===== src/rtl/sram_rd_ctrl_pkg.sv =====
// Shared types and constants for the SRAM burst read controller.
// Holds the FSM state encoding, the default address width and default access wait.
package sram_rd_ctrl_pkg;

    localparam int SRAM_ADDR_W = 18;
    localparam int RD_WAIT_DEF = 2;
    localparam int WAIT_CNT_W  = 4;

    typedef enum logic [2:0] {
        IDLE,
        SETUP,
        WAIT,
        CAPT,
        HOLD,
        FIN
    } state_t;

endpackage


===== src/rtl/sram_rd_obuf.sv =====
// Output word register with valid/ready hold for the SRAM read stream.
// Latency: data registered on load, dout_valid raised one cycle later.
// Backpressure: dout/dout_valid held stable until dout_ready; flush drops the word.
module sram_rd_obuf (
    input  logic        clk,
    input  logic        nRESET,
    input  logic        flush,
    input  logic        load,
    input  logic [15:0] din,
    output logic [15:0] dout,
    output logic        dout_valid,
    input  logic        dout_ready
);

    logic [15:0] dat_q;
    logic        pend_q;
    logic        vld_q;

    // The pending stage adds the final cycle of read latency after the capture edge.
    always_ff @(posedge clk or negedge nRESET) begin
        if (!nRESET) begin
            dat_q  <= 16'h0000;
            pend_q <= 1'b0;
            vld_q  <= 1'b0;
        end else if (flush) begin
            pend_q <= 1'b0;
            vld_q  <= 1'b0;
        end else if (load) begin
            dat_q  <= din;
            pend_q <= 1'b1;
        end else if (pend_q) begin
            pend_q <= 1'b0;
            vld_q  <= 1'b1;
        end else if (vld_q && dout_ready) begin
            vld_q  <= 1'b0;
        end
    end

    assign dout       = dat_q;
    assign dout_valid = vld_q;

endmodule


===== src/rtl/sram_rd_ctrl.sv =====
// Burst reader for an asynchronous 16-bit SRAM; optional checksum via SRAM_RD_CHKSUM_EN.
// Latency: first word valid RD_WAIT+3 cycles after start, then RD_WAIT+3 after each handshake.
// Backpressure: no new SRAM access is issued until the held word is accepted.
module sram_rd_ctrl
    import sram_rd_ctrl_pkg::*;
#(
    parameter int RD_WAIT = RD_WAIT_DEF,
    parameter int ADDR_W  = SRAM_ADDR_W
) (
    input  logic              clk,
    input  logic              nRESET,
    input  logic              start,
    input  logic              abort,
    input  logic [ADDR_W-1:0] base_addr,
    input  logic [ADDR_W-1:0] word_cnt,
    input  logic [15:0]       SRAM_DATA,
    output logic [ADDR_W-1:0] SRAM_ADDR,
    output logic              SRAM_nCS,
    output logic              SRAM_nOE,
    output logic              SRAM_nWE,
    output logic [15:0]       dout,
    output logic              dout_valid,
    input  logic              dout_ready,
    output logic              busy,
    output logic              done
`ifdef SRAM_RD_CHKSUM_EN
    ,
    output logic [15:0]       chksum
`endif
);

    localparam logic [WAIT_CNT_W-1:0] WAIT_LAST = WAIT_CNT_W'(RD_WAIT - 1);

    state_t                  state_q, state_d;
    logic [ADDR_W-1:0]       addr_q, addr_d;
    logic [ADDR_W-1:0]       rem_q, rem_d;
    logic [WAIT_CNT_W-1:0]   wait_q, wait_d;
    logic                    hs;
    logic                    strobe;
    logic                    cap;

    assign hs = dout_valid & dout_ready;

    always_ff @(posedge clk or negedge nRESET) begin
        if (!nRESET) begin
            state_q <= IDLE;
            addr_q  <= '0;
            rem_q   <= '0;
            wait_q  <= '0;
        end else begin
            state_q <= state_d;
            addr_q  <= addr_d;
            rem_q   <= rem_d;
            wait_q  <= wait_d;
        end
    end

    always_comb begin
        state_d = state_q;
        addr_d  = addr_q;
        rem_d   = rem_q;
        wait_d  = wait_q;
        case (state_q)
            IDLE: begin
                if (start) begin
                    if (word_cnt != '0) begin
                        state_d = SETUP;
                        addr_d  = base_addr;
                        rem_d   = word_cnt;
                    end else begin
                        state_d = FIN;
                    end
                end
            end
            SETUP: begin
                state_d = WAIT;
                wait_d  = '0;
            end
            WAIT: begin
                if (wait_q == WAIT_LAST) begin
                    state_d = CAPT;
                    wait_d  = '0;
                end else begin
                    wait_d  = wait_q + 1'b1;
                end
            end
            // Address advances once the word is captured; it wraps at the width naturally.
            CAPT: begin
                state_d = HOLD;
                addr_d  = addr_q + 1'b1;
                rem_d   = rem_q - 1'b1;
            end
            HOLD: begin
                if (hs) begin
                    state_d = (rem_q == '0) ? FIN : SETUP;
                end
            end
            FIN: begin
                state_d = IDLE;
            end
            default: begin
                state_d = IDLE;
            end
        endcase
        if (abort) begin
            state_d = IDLE;
            rem_d   = '0;
            wait_d  = '0;
        end
    end

    assign strobe    = (state_q == SETUP) || (state_q == WAIT) || (state_q == CAPT);
    assign SRAM_nCS  = ~strobe;
    assign SRAM_nOE  = ~strobe;
    assign SRAM_nWE  = 1'b1;
    assign SRAM_ADDR = addr_q;
    assign busy      = (state_q != IDLE);
    assign done      = (state_q == FIN);
    assign cap       = (state_q == CAPT) && !abort;

    sram_rd_obuf u_obuf (
        .clk        (clk),
        .nRESET     (nRESET),
        .flush      (abort),
        .load       (cap),
        .din        (SRAM_DATA),
        .dout       (dout),
        .dout_valid (dout_valid),
        .dout_ready (dout_ready)
    );

`ifdef SRAM_RD_CHKSUM_EN
    logic [15:0] chk_q;

    always_ff @(posedge clk or negedge nRESET) begin
        if (!nRESET) begin
            chk_q <= 16'h0000;
        end else if ((state_q == IDLE) && start && !abort) begin
            chk_q <= 16'h0000;
        end else if (hs) begin
            chk_q <= chk_q + dout;
        end
    end

    assign chksum = chk_q;
`endif

endmodule


===== config.mk =====
export PLATFORM = sky130hd
export DESIGN_NAME = sram_rd_ctrl
export DESIGN_NICKNAME = d
export VERILOG_FILES = /design/src/rtl/sram_rd_ctrl_pkg.sv /design/src/rtl/sram_rd_obuf.sv /design/src/rtl/sram_rd_ctrl.sv
export SDC_FILE = /design/constraint.sdc
export NUM_CORES = 1
export LEC_CHECK = 0
export BUFFER_PORTS_ARGS = -buffer_cell sky130_fd_sc_hd__buf_2
export CORE_UTILIZATION = 45
export DETAILED_ROUTE_END_ITERATION = 12
export GPL_TIMING_DRIVEN = 0
export PLACE_DENSITY = 0.76
export SLEW_MARGIN = 20
export SYNTH_ARGS = -nofsm -noshare
export SYNTH_HDL_FRONTEND = slang
export SYNTH_SLANG_ARGS = --single-unit

===== constraint.sdc =====
create_clock -name clk -period 1.75 [get_ports clk]
set_input_delay 0.0875 -clock clk [delete_from_list [all_inputs] [get_ports clk]]
set_output_delay 0.0875 -clock clk [all_outputs]
set_load 0.03 [all_outputs]

==> metrics <==
Yosys warning count 0; clock latency on the worst-skew pair between 300 and 400 ps; setup TNS -547.3 ps; commonest non-fill, non-tap cells in the layout buf_2, dfrtp_1, nand2_1; Synth Area in Simple Gates 0.2094; XOR/XNOR share of the synthesized area 0.002439; initial core utilization 0.4647; Placed Cells 599; clk buf depth 2; count of flip-flops with a built-in enable after synthesis 0; Setup violations, final 12; First DRT Iteration DRCs between 300 and 400; ANT cells 0; R2R cell count 7; Max Clock Skew 6.319 ps; largest net degree at the start of global routing between 40 and 50; CP Class flip-flop to flip-flop; post-synthesis mux area share 0.05331; wire length per cell between 15 and 20 um; Worst-Margin Slew 745.9 ps; worst-path fanout max 7; min-delay src base_addr[2]; die area around 0.0083 mm^2; Area Overhead vs Synth 43.14%; # port buffers 94; largest family of logic cells by synthesized area compound AO/OA/AOI/OAI gates; P per Cell Area 1054 mW/mm^2; DRT Pass-1 Iters 5; Slew headroom 0.5028; placed wire-length estimate 7.184 mm; final setup margin -88.71 ps; total of max-cap violations 0; initial antenna violation count 0; fin. max-slew vios 0; CTS Sinks 61; gr usage total 0.2624; vias in the first global route around 3600; post-route minimum period 1839 ps; VDD IR-drop max 0.7375 mV; Routed Antenna Nets 0; # DRC 0; Leak 0.002260 uW; sequential area share after synthesis 0.4251; Critical R2R Capture rem_q[10]; worst r2r src rem_q[0]; global-route wire length before repair between 15 and 20 mm; failing checks negative setup slack; Worst Hold Path Cells 3; outcome complete, but fails checks; I/O pin count 97; Via density 5.905; CP required 1940 ps; unrepaired setup endpoints after global routing true; WHS Endpoint SRAM_ADDR[2]; FF-to-FF setup slack -90 ps; H-tree levels 3; die height between 90 and 100 um; Yosys top cell by area dfrtp_1; CTS clk-pin slew, worst paths 70 ps; total power 5416 uW; Post-Synthesis Net Count between 400 and 500; adder-cell share of the synthesized area 0.01394; TritonCTS clock tree done; post-route insts no fill ~650; share of Yosys cell area claimed by the top area cell type 0.4251; Total Wirelength around 11 mm; Die Wd 91.33 um; crit path capture type flip-flop; async set or reset register ratio after synthesis 1.000; Synth cell types 52; GR Overflow Total 0; area of the core 0.007727 mm^2; via count 3850; crit share post-route 1.051; dpl ws -438.2 ps; row cnt 32; endpoints failing hold 0; Final #Nets 606; synthesized flop and latch total 61; commonest non-fill, non-tap cell in the layout buf_2; startpoint types flip-flop; Cells after Synth 402; Post-Syn Area per Cell between 8 and 9 um^2; share of layout cells above drive strength 1 0.4709; cells taking the most area after synthesis dfrtp_1, a21oi_1, mux2_2; CTS root buffer clkbuf_8; CTS Buf Count 9; Max Freq 0.5439 GHz; mapped cell area 0.003591 mm^2; worst hold path type input port to flip-flop; CP Data Arrival Time 2030 ps; Top FF cell, synth dfrtp_1; gpl congestion approximately 0.88; final core occ 0.6652; post-synthesis compound-gate area fraction 0.2429
registers in the layout (all words and copies together), names as in the netlist:
signal,cells
rem_q,18
state_q,3
u_obuf.dout,16
wait_q,4
u_obuf.pend_q,1
u_obuf.dout_valid,1
SRAM_ADDR,18
per-layer routing:
metal | part of all wire | global-route usage
met1 | 0.41 | 0.3332
met2 | 0.50 | 0.4432
met3 | 0.062 | 0.05025
met4 | 0.024 | 0.09921
met5 | 0 | 0
through the flow:
stage,instance area [um^2],hold WS [ps]
after floorplan,3621,-208.1
after global placement,4219,318.6
after detailed placement,4242,-1.284
after CTS,4782,30.00
after global routing,5140,16.44
final,5140,18.16
power breakdown:
group | total [uW] | leakage [uW] | internal [uW] | switching (uW)
registers | 1990 | 0.000761 | 1690 | 299
clock network | 1250 | 0.0000964 | 693 | 557
logic | 2180 | 0.00140 | 870 | 1310
total | 5420 | 0.00226 | 3250 | 2170
layout make-up:
| cell class | instances | area (um^2) |
|---|---|---|
| tap | 102 | 127.6 |
| clock buffer | 12 | 145.1 |
| fill | 594 | 2587 |
| buffer | 27 | 230.2 |
| sequential | 61 | 1531 |
| clock inverter | 4 | 47.55 |
| inverter | 5 | 18.77 |
| timing repair buffer | 135 | 854.6 |
| multi-input combinational | 306 | 2185 |
synth_stat cells, drive strengths merged (3+ instances only):
master / count
o22a: 3
nor3b: 4
clkbuf: 14
nor2: 35
a31oi: 3
ha: 4
nand4: 4
inv: 5
a2bb2oi: 6
buf: 16
nand3: 22
o21ai: 34
nor4: 6
a21oi: 54
o31ai: 4
a21o: 6
dfrtp: 61
nand2: 49
o22ai: 6
nor3: 12
mux2: 17
or4: 9
critical path: stages, from the launching register on:
cell	delay [ps]
dfrtp_1	450
inv_2	120
ha_4	150
or3b_4	420
nor2_4	220
a21oi_1	120
o21ai_2	140
a21oi_2	70
timing repair:
action	4_1_cts	5_1_grt
gates cloned	0	2
hold endpoints to repair	77	0
gates resized for setup	41	61
buffers inserted	8	13
pin swaps	4	17
hold buffers	17	0
endpoints found under the setup margin	47	36
cells by family after synthesis:
kind of cell	count (synthesis)
xor gates and xnor gates	1
buffers and inverters	35
DFF	61
and+or+nand+nor	153
other	1
adders and majority gates	4
AOI/OAI and AO/OA	130
muxes	17
how the worst max path moves through the flow:
stage	from	endpoint	slack, ps	depth (start not counted)
detailed placement	state_q[2]	SRAM_ADDR[14]	-440	7
global route	rem_q[1]	rem_q[10]	-130	7
CTS	rem_q[1]	rem_q[9]	-80	5
finish	rem_q[0]	rem_q[10]	-90	7
global placement	state_q[2]	SRAM_ADDR[17]	-380	7
floorplan	rem_q[6]	rem_q[17]	3	5
(Power assumes the default switching activity.)
